### src/rtl/sa_mover_ctrl.sv
// Tile sequencer for the systolic-array mover: FILL rows, STREAM window, DRAIN skew, per output tile.
// Latency: all outputs registered; unstalled tile period PE_SIZE+1+STREAM_LEN+2*PE_SIZE-1 cycles.
// Backpressure: fifo_full_i stalls FILL reads only; optional stall counter under SA_MOVER_CTRL_PERF_EN.
module sa_mover_ctrl #(
    parameter int PE_SIZE        = 14,
    parameter int MEM_ADDR_WIDTH = 10,
    parameter int STREAM_LEN     = 69,
    parameter int NUM_TILES      = 5,
    parameter int TILE_STRIDE    = 14,
    parameter int CNT_WIDTH      = 8
) (
    input  logic                      clk,
    input  logic                      rst,
    input  logic                      start_i,
    input  logic [MEM_ADDR_WIDTH-1:0] base_addr_i,
    output logic                      busy_o,
    output logic                      done_o,
    output logic                      mem_rden_o,
    output logic [MEM_ADDR_WIDTH-1:0] mem_addr_o,
    input  logic                      fifo_full_i,
    output logic                      fifo_wren_o,
    output logic                      mover_en_o,
    output logic [CNT_WIDTH-1:0]      tile_idx_o
`ifdef SA_MOVER_CTRL_PERF_EN
    ,
    output logic [31:0]               stall_cnt_o
`endif
);

    localparam logic [2:0] S_IDLE      = 3'd0;
    localparam logic [2:0] S_FILL      = 3'd1;
    localparam logic [2:0] S_FILL_WAIT = 3'd2;
    localparam logic [2:0] S_STREAM    = 3'd3;
    localparam logic [2:0] S_DRAIN     = 3'd4;
    localparam logic [2:0] S_DONE      = 3'd5;

    localparam logic [CNT_WIDTH-1:0]      CNT_ONE     = CNT_WIDTH'(1);
    localparam logic [CNT_WIDTH-1:0]      ROW_LAST    = CNT_WIDTH'(PE_SIZE - 1);
    localparam logic [CNT_WIDTH-1:0]      STREAM_LAST = CNT_WIDTH'(STREAM_LEN - 1);
    localparam logic [CNT_WIDTH-1:0]      DRAIN_LAST  = CNT_WIDTH'(2 * PE_SIZE - 2);
    localparam logic [CNT_WIDTH-1:0]      TILE_LAST   = CNT_WIDTH'(NUM_TILES - 1);
    localparam logic [MEM_ADDR_WIDTH-1:0] ADDR_ONE    = MEM_ADDR_WIDTH'(1);
    localparam logic [MEM_ADDR_WIDTH-1:0] STRIDE      = MEM_ADDR_WIDTH'(TILE_STRIDE);

    logic [2:0]                state;
    logic [CNT_WIDTH-1:0]      row_cnt;
    logic [CNT_WIDTH-1:0]      phase_cnt;
    logic [MEM_ADDR_WIDTH-1:0] tile_base;

    always_ff @(posedge clk) begin
        if (rst) begin
            state       <= S_IDLE;
            busy_o      <= 1'b0;
            done_o      <= 1'b0;
            mem_rden_o  <= 1'b0;
            mem_addr_o  <= '0;
            fifo_wren_o <= 1'b0;
            mover_en_o  <= 1'b0;
            tile_idx_o  <= '0;
            row_cnt     <= '0;
            phase_cnt   <= '0;
            tile_base   <= '0;
        end else begin
            done_o      <= 1'b0;
            mem_rden_o  <= 1'b0;
            mover_en_o  <= 1'b0;
            // Memory returns data one cycle after the read, so the FIFO write trails it.
            fifo_wren_o <= mem_rden_o;
            // Address advances after each visible read; a stalled cycle leaves it pointing at the next row.
            if (mem_rden_o) begin
                mem_addr_o <= mem_addr_o + ADDR_ONE;
            end
            case (state)
                S_IDLE: begin
                    if (start_i) begin
                        state      <= S_FILL;
                        busy_o     <= 1'b1;
                        tile_base  <= base_addr_i;
                        mem_addr_o <= base_addr_i;
                        tile_idx_o <= '0;
                        row_cnt    <= '0;
                    end
                end
                S_FILL: begin
                    if (!fifo_full_i) begin
                        mem_rden_o <= 1'b1;
                        row_cnt    <= row_cnt + CNT_ONE;
                        if (row_cnt == ROW_LAST) begin
                            state <= S_FILL_WAIT;
                        end
                    end
                end
                S_FILL_WAIT: begin
                    state      <= S_STREAM;
                    mover_en_o <= 1'b1;
                    phase_cnt  <= '0;
                end
                S_STREAM: begin
                    if (phase_cnt == STREAM_LAST) begin
                        state     <= S_DRAIN;
                        phase_cnt <= '0;
                    end else begin
                        mover_en_o <= 1'b1;
                        phase_cnt  <= phase_cnt + CNT_ONE;
                    end
                end
                S_DRAIN: begin
                    if (phase_cnt == DRAIN_LAST) begin
                        if (tile_idx_o == TILE_LAST) begin
                            state <= S_DONE;
                        end else begin
                            state      <= S_FILL;
                            tile_idx_o <= tile_idx_o + CNT_ONE;
                            tile_base  <= tile_base + STRIDE;
                            mem_addr_o <= tile_base + STRIDE;
                            row_cnt    <= '0;
                        end
                    end else begin
                        phase_cnt <= phase_cnt + CNT_ONE;
                    end
                end
                S_DONE: begin
                    done_o <= 1'b1;
                    busy_o <= 1'b0;
                    state  <= S_IDLE;
                end
                default: state <= S_IDLE;
            endcase
        end
    end

`ifdef SA_MOVER_CTRL_PERF_EN
    always_ff @(posedge clk) begin
        if (rst) begin
            stall_cnt_o <= '0;
        end else if (state == S_IDLE && start_i) begin
            stall_cnt_o <= '0;
        end else if (state == S_FILL && fifo_full_i && stall_cnt_o != '1) begin
            stall_cnt_o <= stall_cnt_o + 32'd1;
        end
    end
`endif

endmodule

### config.mk
export PLATFORM = sky130hd
export DESIGN_NAME = sa_mover_ctrl
export DESIGN_NICKNAME = d
export VERILOG_FILES = /design/src/rtl/sa_mover_ctrl.sv
export SDC_FILE = /design/constraint.sdc
export NUM_CORES = 1
export LEC_CHECK = 0
export BUFFER_PORTS_ARGS = -buffer_cell sky130_fd_sc_hd__buf_2
export CORE_MARGIN = 2
export CORE_UTILIZATION = 28
export DETAILED_ROUTE_END_ITERATION = 6
export PLACE_DENSITY_LB_ADDON = 0.08
export SYNTH_ARGS = -nofsm -noshare
export SYNTH_HDL_FRONTEND = slang
export SYNTH_SLANG_ARGS = --single-unit
export TNS_END_PERCENT = 1
### constraint.sdc
create_clock -name clk -period 5.95 [get_ports clk]
set_clock_uncertainty 0.15 [all_clocks]
set_input_delay 1.19 -clock clk [delete_from_list [all_inputs] [get_ports clk]]
set_output_delay 1.19 -clock clk [all_outputs]
set_load 0.01 [all_outputs]
# Yosys cells after proc, flatten, opt, wreduce, memory -nomap -nowiden
# Index checks and enable logic that the tools add are counted.
op_classes:
  n_addsub: 5
  eq_ne: 16
  muxes: 33
  n_bitwise: 1
  reduce_logical: 11
ops:
  columns: ["op", "n"]
  rows:
  - ["10-bit two-way mux", 7]
  - ["8-bit two-way mux", 8]
  - ["8-bit case mux with 3 select lines", 2]
  - ["10-bit case mux with 2 select lines", 2]
  - ["8-bit by 1-bit adder with 8-bit output, second input constant", 3]
  - ["3-bit two-way mux", 6]
  - ["8-bit case mux with 2 select lines", 1]
  - ["3-bit case mux with 5 select lines", 1]
  - ["2-bit inequality test, second input constant", 7]
  - ["10-bit by 1-bit adder with 10-bit output, second input constant", 1]
  - ["10-bit by 4-bit adder with 10-bit output, second input constant", 1]
  - ["5-bit AND reduction", 2]
  - ["8-bit by 3-bit equality test with 1-bit output, second input constant", 1]
  - ["8-bit by 4-bit equality test with 1-bit output, second input constant", 1]
  - ["8-bit by 5-bit equality test with 1-bit output, second input constant", 1]
  - ["8-bit by 7-bit equality test with 1-bit output, second input constant", 1]
  - ["3-bit by 2-bit equality test with 1-bit output, second input constant", 2]
  - ["3-bit equality test, second input constant", 2]
  - ["3-bit nonzero test", 2]
  - ["1-bit two-way mux", 4]
  - ["1-bit case mux with 2 select lines", 2]
  - ["2-bit AND reduction", 2]
  - ["4-bit AND reduction", 1]
  - ["2-bit nonzero test", 2]
  - ["other kinds (4)", 4]
totals:
  register_bits: 52
  inputBits: 14
  output_inout_bits: 23
  word_cells: 77

# Logic depth before layout (Yosys ltp)
# Gate-level depths: netlist of the first run.
depth:
  word_depth: 5
  depth_mapped: 9
  depth_no_buf: 7

# Least setup slack after synthesis of the first run
# OpenSTA, ideal clock, no wires.
synth_timing:
  path_kind: "input port to flip-flop"
  from: "input port start_i"
  to: "register tile_base[4]"
  setup_time_ps: 92
  t_arrival_ps: 2478
  t_required_ps: 5708
  slack_ps: 3230
  cell_stages: 7
  cell_sequence: "nor2b_1 nor3_1 clkbuf_1 a2111o_1 buf_2 a21oi_1 o32ai_1"
synth_between:
  elab_chain_len: 2
synth_rtl:
  columns: ["item", "line", "source"]
  rows:
  - ["start: declaration", "14", "input logic start_i,"]
  - ["2-bit inequality test (no line)", null, null]
  - ["4-bit AND reduction (no line)", null, null]
  - ["end signal: assignment", "78", "tile_base <= base_addr_i;"]
  - ["end signal: assignment", "114", "tile_base <= tile_base + STRIDE;"]
  - ["end: declaration", "48", "logic [MEM_ADDR_WIDTH-1:0] tile_base;"]
# No other way between the ends.
# A chain may end at the register's enable or synchronous reset.

# Worst setup path in the final report of the first run
layout_timing:
  from: "input port start_i"
  to: "register row_cnt[7]"
layout_between:
  elab_chain_len: 2
layout_rtl:
  columns: ["item", "line", "source"]
  rows:
  - ["2-bit inequality test (no line)", null, null]
  - ["5-bit AND reduction (no line)", null, null]
  - ["end signal: assignment", "87", "row_cnt <= row_cnt + CNT_ONE;"]
  - ["end: declaration", "46", "logic [CNT_WIDTH-1:0] row_cnt;"]
# No other way between the ends.

==> metrics.txt, run 1 <==
Switch Pwr about 0.17 mW; count of clock tree sinks 52; post-synth top area cell sky130_fd_sc_hd__dfxtp_1; final estimated routing congestion in global placement roughly 0.79; DRT antenna net count 0; Post-Synthesis Cells about 340; Die Y between 100 and 150 µm; Min-Delay Path Class reg -> reg; top area cells in the synthesized netlist sky130_fd_sc_hd__dfxtp_1, sky130_fd_sc_hd__a21oi_1, sky130_fd_sc_hd__xnor2_1, sky130_fd_sc_hd__nand2_1, sky130_fd_sc_hd__ha_1; number of detailed-routing iterations run before antenna repair 4; fmax 338 MHz; worst skew pair latency 0.30 ns; pwr/cell area 208 nW/µm²; buffers from clock root to sink, at most 2; sequential-to-total area share from yosys stat between 30% and 40%; share of total power consumed by net switching around a quarter; global-route wire length before repair 11.7 mm; Layout area overhead 13.4%; total number of placement rows 36; Arr. time, crit path 3.04 ns; share of the synthesized area in the top cell type between 30 and 40%; number of remaining DRC errors 0; leakage power about 1.2 nW; Cell variety after synth 50; Post-CTS Setup Repair Bufs 0; Logic pwr share 11.0%; initial core utilization between 20% and 30%; fraction of registers with async set/reset 0%; crit path launch type input pin; TritonCTS buffer count 5; CTS H-Tree Depth 2; antenna violations before repair 0; clock-pin transition on the worst setup and hold timing paths 0.09 ns; Tcrit/Tclk final 49.8%; cell-internal power 0.485 mW; vias per inst just under 5; Max Cap Violations 0; minimum period implied by the final worst setup slack approximately 3 ns; most common cell after layout, fill and taps aside sky130_fd_sc_hd__dfxtp_1; Finish-stage setup viols 0; DIE AREA 10800 µm²; Core Footprint 9730 µm²; run status complete, no violations; number of fill cells 1043; synthesized cell area 2790 µm²; via count of the first global-routing pass ~2300; synthesized netlist net count 360; count of buffers inserted at the top-level ports 36; slew margin rel. around 46%; RSZ-0062 raised after global routing no; mean area per synthesized cell around 8.3 µm²; Seq pwr share 56.7%; global route overflow 0; critical path type in -> reg; DRT iter0 DRCs 64; IO Pins 37; Root Driver sky130_fd_sc_hd__clkbuf_8; fraction of final layout cells sized beyond drive strength 1 14.8%; post-cts repair resize count 0; total via count after detailed routing roughly 2400; maximum number of pins on one net before global-route repair 40; Place WS 2.60 ns; TritonCTS clock tree done; die boundary width between 100 and 150 µm; Post-synth top flop sky130_fd_sc_hd__dfxtp_1; transition time at the pin with the least slew margin ~0.8 ns; layout net count about 390; cts hold-fix bufs 0; total negative setup slack 0 ns; Hold WS between 0.3 and 0.4 ns; Warnings, synthesis 0; routed wire length between 6 and 7 mm; leading cell types in the layout, fill and taps excluded sky130_fd_sc_hd__dfxtp_1, sky130_fd_sc_hd__buf_2, sky130_fd_sc_hd__a21oi_1, sky130_fd_sc_hd__nand2_1, sky130_fd_sc_hd__nor2_1; ANT cells 0; Fin. Hold Viols 0; count of flip-flops with a built-in enable after synthesis 0; clock network power share between 30 and 40%; CP Max Fanout 25; required time of the critical path 6.03 ns; Max Transition Viols Final 0; global-route usage over all layers 13.1%; sum of net half-perimeters after detailed placement approximately 5 mm; per-cell routed wire length roughly 14 µm; PnR worst setup slack around 3 ns; Synth Register Bits 52; Max IR drop VDD 76.5 µV; Crit. End Element flop; register-to-register setup slack slightly above 3 ns
-- power groups by stage --
stage / Sequential (mW) / Combinational (mW) / Clock (mW)
floorplan: 0.379 / 0.0517 / 0
global placement: 0.381 / 0.0740 / 0
detailed placement: 0.381 / 0.0736 / 0
CTS: 0.373 / 0.0740 / 0.229
global route: 0.376 / 0.0826 / 0.241
finish: 0.373 / 0.0724 / 0.213
-- kinds of logic after synthesis --
| family | after synthesis | synth area share [%] |
|---|---|---|
| buffers and inverters | 30 | 4.30 |
| and+or+nand+nor | 134 | 26.1 |
| muxes | 2 | 0.762 |
| DFF | 52 | 37.3 |
| xor gates and xnor gates | 27 | 8.48 |
| adders and majority gates | 9 | 4.04 |
| AOI/OAI and AO/OA | 83 | 19.0 |
-- routing by layer --
layer,vias up,wire (µm),track usage [%]
met4,0,56,3.19
met3,2,181,2.58
li1,1259,-,-
met1,1134,3370,17.5
met5,-,0,0
met2,33,3170,21.6
-- registers in the layout, summed over array words and instances, names as in the netlist --
register / flops
mem_addr_o: 10
tile_base: 10
phase_cnt: 8
row_cnt: 8
tile_idx_o: 8
state: 3
busy_o: 1
done_o: 1
fifo_wren_o: 1
mem_rden_o: 1
mover_en_o: 1
-- metrics by stage --
step / utilization (%) / instance area, µm² / power (mW) / instances
floorplan: - / 2790 / 0.431 / 337
finish: 32.5 / 3160 / 0.658 / 497
CTS: 32.5 / 3160 / 0.676 / 497
detailed placement: 31.5 / 3070 / 0.455 / 489
global route: 32.5 / 3160 / 0.699 / 497
global placement: 31.5 / 3070 / 0.455 / 489
-- worst paths after layout --
| check | cells after the start | end | start |
|---|---|---|---|
| setup reg to reg | 5 | row_cnt[7]$_SDFFE_PP0P_ | state[2]$_SDFFE_PP0P_ |
| setup / recovery | 7 | row_cnt[7]$_SDFFE_PP0P_ | start_i |
| hold reg to reg | 2 | tile_base[9]$_SDFFE_PP0P_ | tile_base[9]$_SDFFE_PP0P_ |
| hold / removal | 2 | tile_base[9]$_SDFFE_PP0P_ | tile_base[9]$_SDFFE_PP0P_ |
-- layout make-up --
type                    count  area [µm²]  share of cell area [%]
clock buffers               7        86.3                    2.73
inverters                  12        45.0                    1.42
clock inverters             1        7.51                   0.237
repair buffers             37         188                    5.93
flip-flops and latches     52        1040                    32.9
well taps                 133         166                    5.26
multi-input cells         255        1630                    51.5
-- Yosys cell counts (2+ instances only) --
master,n
sky130_fd_sc_hd__nor2b_1,4
sky130_fd_sc_hd__a31oi_1,3
sky130_fd_sc_hd__nand3_1,15
sky130_fd_sc_hd__a2bb2oi_1,7
sky130_fd_sc_hd__nor2_1,21
sky130_fd_sc_hd__nor4_1,2
sky130_fd_sc_hd__nand2_1,34
sky130_fd_sc_hd__ha_1,9
sky130_fd_sc_hd__xor2_1,10
sky130_fd_sc_hd__o32ai_1,2
sky130_fd_sc_hd__and2_1,3
sky130_fd_sc_hd__clkbuf_1,14
sky130_fd_sc_hd__a2111oi_0,2
sky130_fd_sc_hd__and4_1,2
sky130_fd_sc_hd__or3_1,4
sky130_fd_sc_hd__xnor2_1,17
sky130_fd_sc_hd__nand4_1,11
sky130_fd_sc_hd__o21ai_0,13
sky130_fd_sc_hd__inv_1,12
sky130_fd_sc_hd__nor4bb_1,2
sky130_fd_sc_hd__and3_1,5
sky130_fd_sc_hd__nor3_1,5
sky130_fd_sc_hd__a21oi_1,35
sky130_fd_sc_hd__o31ai_1,4
sky130_fd_sc_hd__or3b_2,2
sky130_fd_sc_hd__a211oi_1,8
sky130_fd_sc_hd__buf_2,3
sky130_fd_sc_hd__nor3b_2,2
sky130_fd_sc_hd__nand2b_1,11
sky130_fd_sc_hd__dfxtp_1,52
sky130_fd_sc_hd__or4_1,4
-- worst max-delay path, cell delays in order --
cell	delay (ns)
sky130_fd_sc_hd__buf_2	0.10
sky130_fd_sc_hd__nor2b_1	0.13
sky130_fd_sc_hd__nor3_1	0.15
sky130_fd_sc_hd__buf_4	0.21
sky130_fd_sc_hd__a2111o_1	0.69
sky130_fd_sc_hd__nand2b_1	0.35
sky130_fd_sc_hd__a21oi_1	0.21
No activity file was read; power rests on OpenSTA's default activity.
==> inputs of run 2 (changes only) <==
--- a/config.mk
+++ b/config.mk
@@ -5,6 +5,7 @@
 export SDC_FILE = /design/constraint.sdc
 export NUM_CORES = 1
 export LEC_CHECK = 0
+export ABC_AREA = 1
 export BUFFER_PORTS_ARGS = -buffer_cell sky130_fd_sc_hd__buf_2
 export CORE_MARGIN = 2
 export CORE_UTILIZATION = 28
==> constraint.sdc (replaced) <==
create_clock -name clk -period 2.5 [get_ports clk]
set_clock_uncertainty 0.15 [all_clocks]
set_input_delay 0.5 -clock clk [delete_from_list [all_inputs] [get_ports clk]]
set_output_delay 0.5 -clock clk [all_outputs]
set_load 0.01 [all_outputs]
==> metrics.txt, run 2 <==
run status complete, no violations; RR Startpoint state[0]$_SDFFE_PP0P_; share of the synthesized area in the top cell type about a third; count of flip-flops with a built-in enable after synthesis 0; cell total after placement approximately 650; Fin. Hold Viols 0; Max Transition Viols Final 0; Layout area overhead 13.9%; final estimated routing congestion in global placement about 0.84; via count of the first global-routing pass between 2000 and 3000; crit path launch type flop; DIE AREA between 10000 and 15000 µm²; global route overflow 0; buffers from clock root to sink, at most 2; Synth Register Bits between 50 and 60; fmax roughly 490 MHz; transition time at the pin with the least slew margin 0.500 ns; Arr. time, crit path 2.13 ns; Hold Path End mem_rden_o$_SDFF_PP0_; layout net count 542; pwr/cell area 575 nW/µm²; sequential-to-total area share from yosys stat about a third; cts hold-fix bufs 0; Max Cap Violations 0; share of the core filled with cells approximately a third; combinational family with the most area after synthesis simple AND/OR/NAND/NOR gates; fraction of the mapped netlist area in compound gates around a tenth; DRT antenna net count 0; register-to-register setup slack about 0.47 ns; dominant cell by count in the synthesized netlist sky130_fd_sc_hd__nand2_1; CP Max Fanout 15; Max IR drop VDD 250 µV; worst skew pair latency about 0.31 ns; sum of net half-perimeters after detailed placement around 6.4 mm; post-synthesis share of cell area spent on and, or, nand and nor gates 38.4%; minimum period implied by the final worst setup slack 2.03 ns; synthesized netlist net count 505; post-synth top area cell sky130_fd_sc_hd__dfxtp_1; post-cts repair resize count 0; clock-pin transition on the worst setup and hold timing paths approximately 0.10 ns; worst reg2reg path endpoint mem_addr_o[8]$_SDFF_PP0_; ANT cells 0; global-route usage over all layers around 15%; Warnings, synthesis 0; Die Y 109 µm; leading cell types in the layout, fill and taps excluded sky130_fd_sc_hd__nand2_1, sky130_fd_sc_hd__inv_1, sky130_fd_sc_hd__nor2_1, sky130_fd_sc_hd__dfxtp_1, sky130_fd_sc_hd__nand3_1; antenna violations before repair 0; IO Pins 37; Crit. End Element flop; number of cells traversed by the worst register-to-register path 8; Min-Delay Path Class in -> reg; Core Footprint ~11000 µm²; Cell variety after synth 29; total negative setup slack 0 ns; Tcrit/Tclk final between 80% and 90%; Post-Synthesis Cells approximately 480; slew margin rel. between 60% and 70%; die boundary width ~110 µm; Root Driver sky130_fd_sc_hd__clkbuf_8; Finish-stage setup viols 0; TritonCTS buffer count 5; leakage power between 1.5 and 2 nW; Synth Area in Adders 3.65%; per-cell routed wire length roughly 13 µm; post-synthesis share of cell area spent on xor and xnor gates about 3.7%; fraction of registers with async set/reset 0%; Cells on Worst Hold Path 2; top area cells in the synthesized netlist sky130_fd_sc_hd__dfxtp_1, sky130_fd_sc_hd__nand2_1, sky130_fd_sc_hd__nand3_1, sky130_fd_sc_hd__inv_1, sky130_fd_sc_hd__a21oi_1; multiplexer area fraction after synthesis 0%; total number of placement rows 38; DRT iter0 DRCs roughly 170; RSZ-0062 raised after global routing no; fraction of final layout cells sized beyond drive strength 1 roughly an eighth; required time of the critical path ~2.6 ns; CTS H-Tree Depth 2; count of clock tree sinks 52; top cells by instance count after synthesis sky130_fd_sc_hd__nand2_1, sky130_fd_sc_hd__inv_1, sky130_fd_sc_hd__nor2_1; count of buffers inserted at the top-level ports 36; mean area per synthesized cell ~6.4 µm²; number of detailed-routing iterations run before antenna repair 4; TritonCTS clock tree done; global-route wire length before repair about 14 mm; Post-synth top flop sky130_fd_sc_hd__dfxtp_1; Post-CTS Setup Repair Bufs 0; initial core utilization approximately 29%; startpoint of the tightest hold check path fifo_full_i; vias per inst between 4 and 5; routed wire length ~8.5 mm; number of remaining DRC errors 0; maximum number of pins on one net before global-route repair 45; non-filler cells, final between 600 and 700; critical path type reg -> reg; total via count after detailed routing between 3000 and 4000; most common cell after layout, fill and taps aside sky130_fd_sc_hd__nand2_1; registers with the most flip-flops mem_addr_o: 10 flops, tile_base: 10 flops; synthesized cell area ~3100 µm²
[run 2: changes by cell type after synthesis, sizes merged, moves of 5 or more]
cell and change:
a211oi -8, clkbuf -9, a21oi +11, a2bb2oi -7, inv +53, nand3 +33
nand2b -11, nor2 +38, and3 -5, nand2 +110, xnor2 -11
[run 2: kinds of logic (layout without fill, tap and decap cells)]
| group | Yosys count | in the layout |
|---|---|---|
| buffers and inverters | 75 | 113 |
| flip-flops | 52 | 52 |
| AND/OR/NAND/NOR | 271 | 271 |
| AO/OA/AOI/OAI | 62 | 62 |
| adder cells (fa/ha/maj) | 9 | 9 |
| XOR/XNOR | 13 | 13 |
[run 2: critical path: stages, from the launching register on]
cell                      delay [ns]
sky130_fd_sc_hd__dfxtp_1        0.39
sky130_fd_sc_hd__nor2_2         0.25
sky130_fd_sc_hd__nand2_4        0.18
sky130_fd_sc_hd__inv_4          0.22
sky130_fd_sc_hd__nand2_4        0.10
sky130_fd_sc_hd__nand3_4        0.19
sky130_fd_sc_hd__buf_4          0.24
sky130_fd_sc_hd__nand3_1        0.09
sky130_fd_sc_hd__a21oi_1        0.14
[run 2: layer usage]
metal / vias to the layer above / routed length (µm) / GRT usage, %
met4: 0 / 64 / 3.66
met1: 1359 / 4360 / 22.3
li1: 1596 / - / -
met2: 52 / 3730 / 23.7
met3: 4 / 300 / 2.39
met5: - / 0 / 0
[run 2: worst max path at each step]
stage | start | endpoint | slack (ns) | cells after the start
final | state[0]$_SDFFE_PP0P_ | mem_addr_o[8]$_SDFF_PP0_ | 0.47 | 8
after global routing | phase_cnt[0]$_SDFFE_PP0P_ | tile_base[7]$_SDFFE_PP0P_ | 0.25 | 10
after CTS | state[0]$_SDFFE_PP0P_ | mem_addr_o[0]$_SDFF_PP0_ | 0.43 | 8
after detailed placement | state[0]$_SDFFE_PP0P_ | mem_addr_o[9]$_SDFF_PP0_ | 0.46 | 8
after global placement | tile_idx_o[0]$_SDFFE_PP0P_ | mem_addr_o[7]$_SDFF_PP0_ | 0.54 | 9
after floorplan | tile_idx_o[0]$_SDFFE_PP0P_ | tile_base[8]$_SDFFE_PP0P_ | 0.81 | 10
[run 2: cell type report]
| cell class | count | area (µm²) |
|---|---|---|
| Timing Repair Buffer | 40 | 210 |
| Clock buffer | 6 | 72.6 |
| Tap cell | 140 | 175 |
| Multi-Input combinational cell | 355 | 1740 |
| Fill cell | 1189 | 7270 |
| Sequential cell | 52 | 1040 |
| Clock inverter | 2 | 35.0 |
| Inverter | 65 | 246 |
[run 2: metrics by stage]
step	total power [mW]	setup WS (ns)	area (µm²)	hold slack [ns]
floorplan	1.30	0.811	3090	0.293
finish	2.02	0.475	3520	0.222
detailed placement	1.45	0.463	3410	0.308
CTS	2.05	0.434	3520	0.217
global route	2.16	0.252	3520	0.222
global placement	1.45	0.543	3410	0.305
[run 2: report_power, final]
part	switching [mW]	internal (mW)	total [mW]	leakage, nW
clock network	0.305	0.298	0.604	0.0552
logic	0.313	0.156	0.469	1.16
registers	0.0637	0.886	0.949	0.423
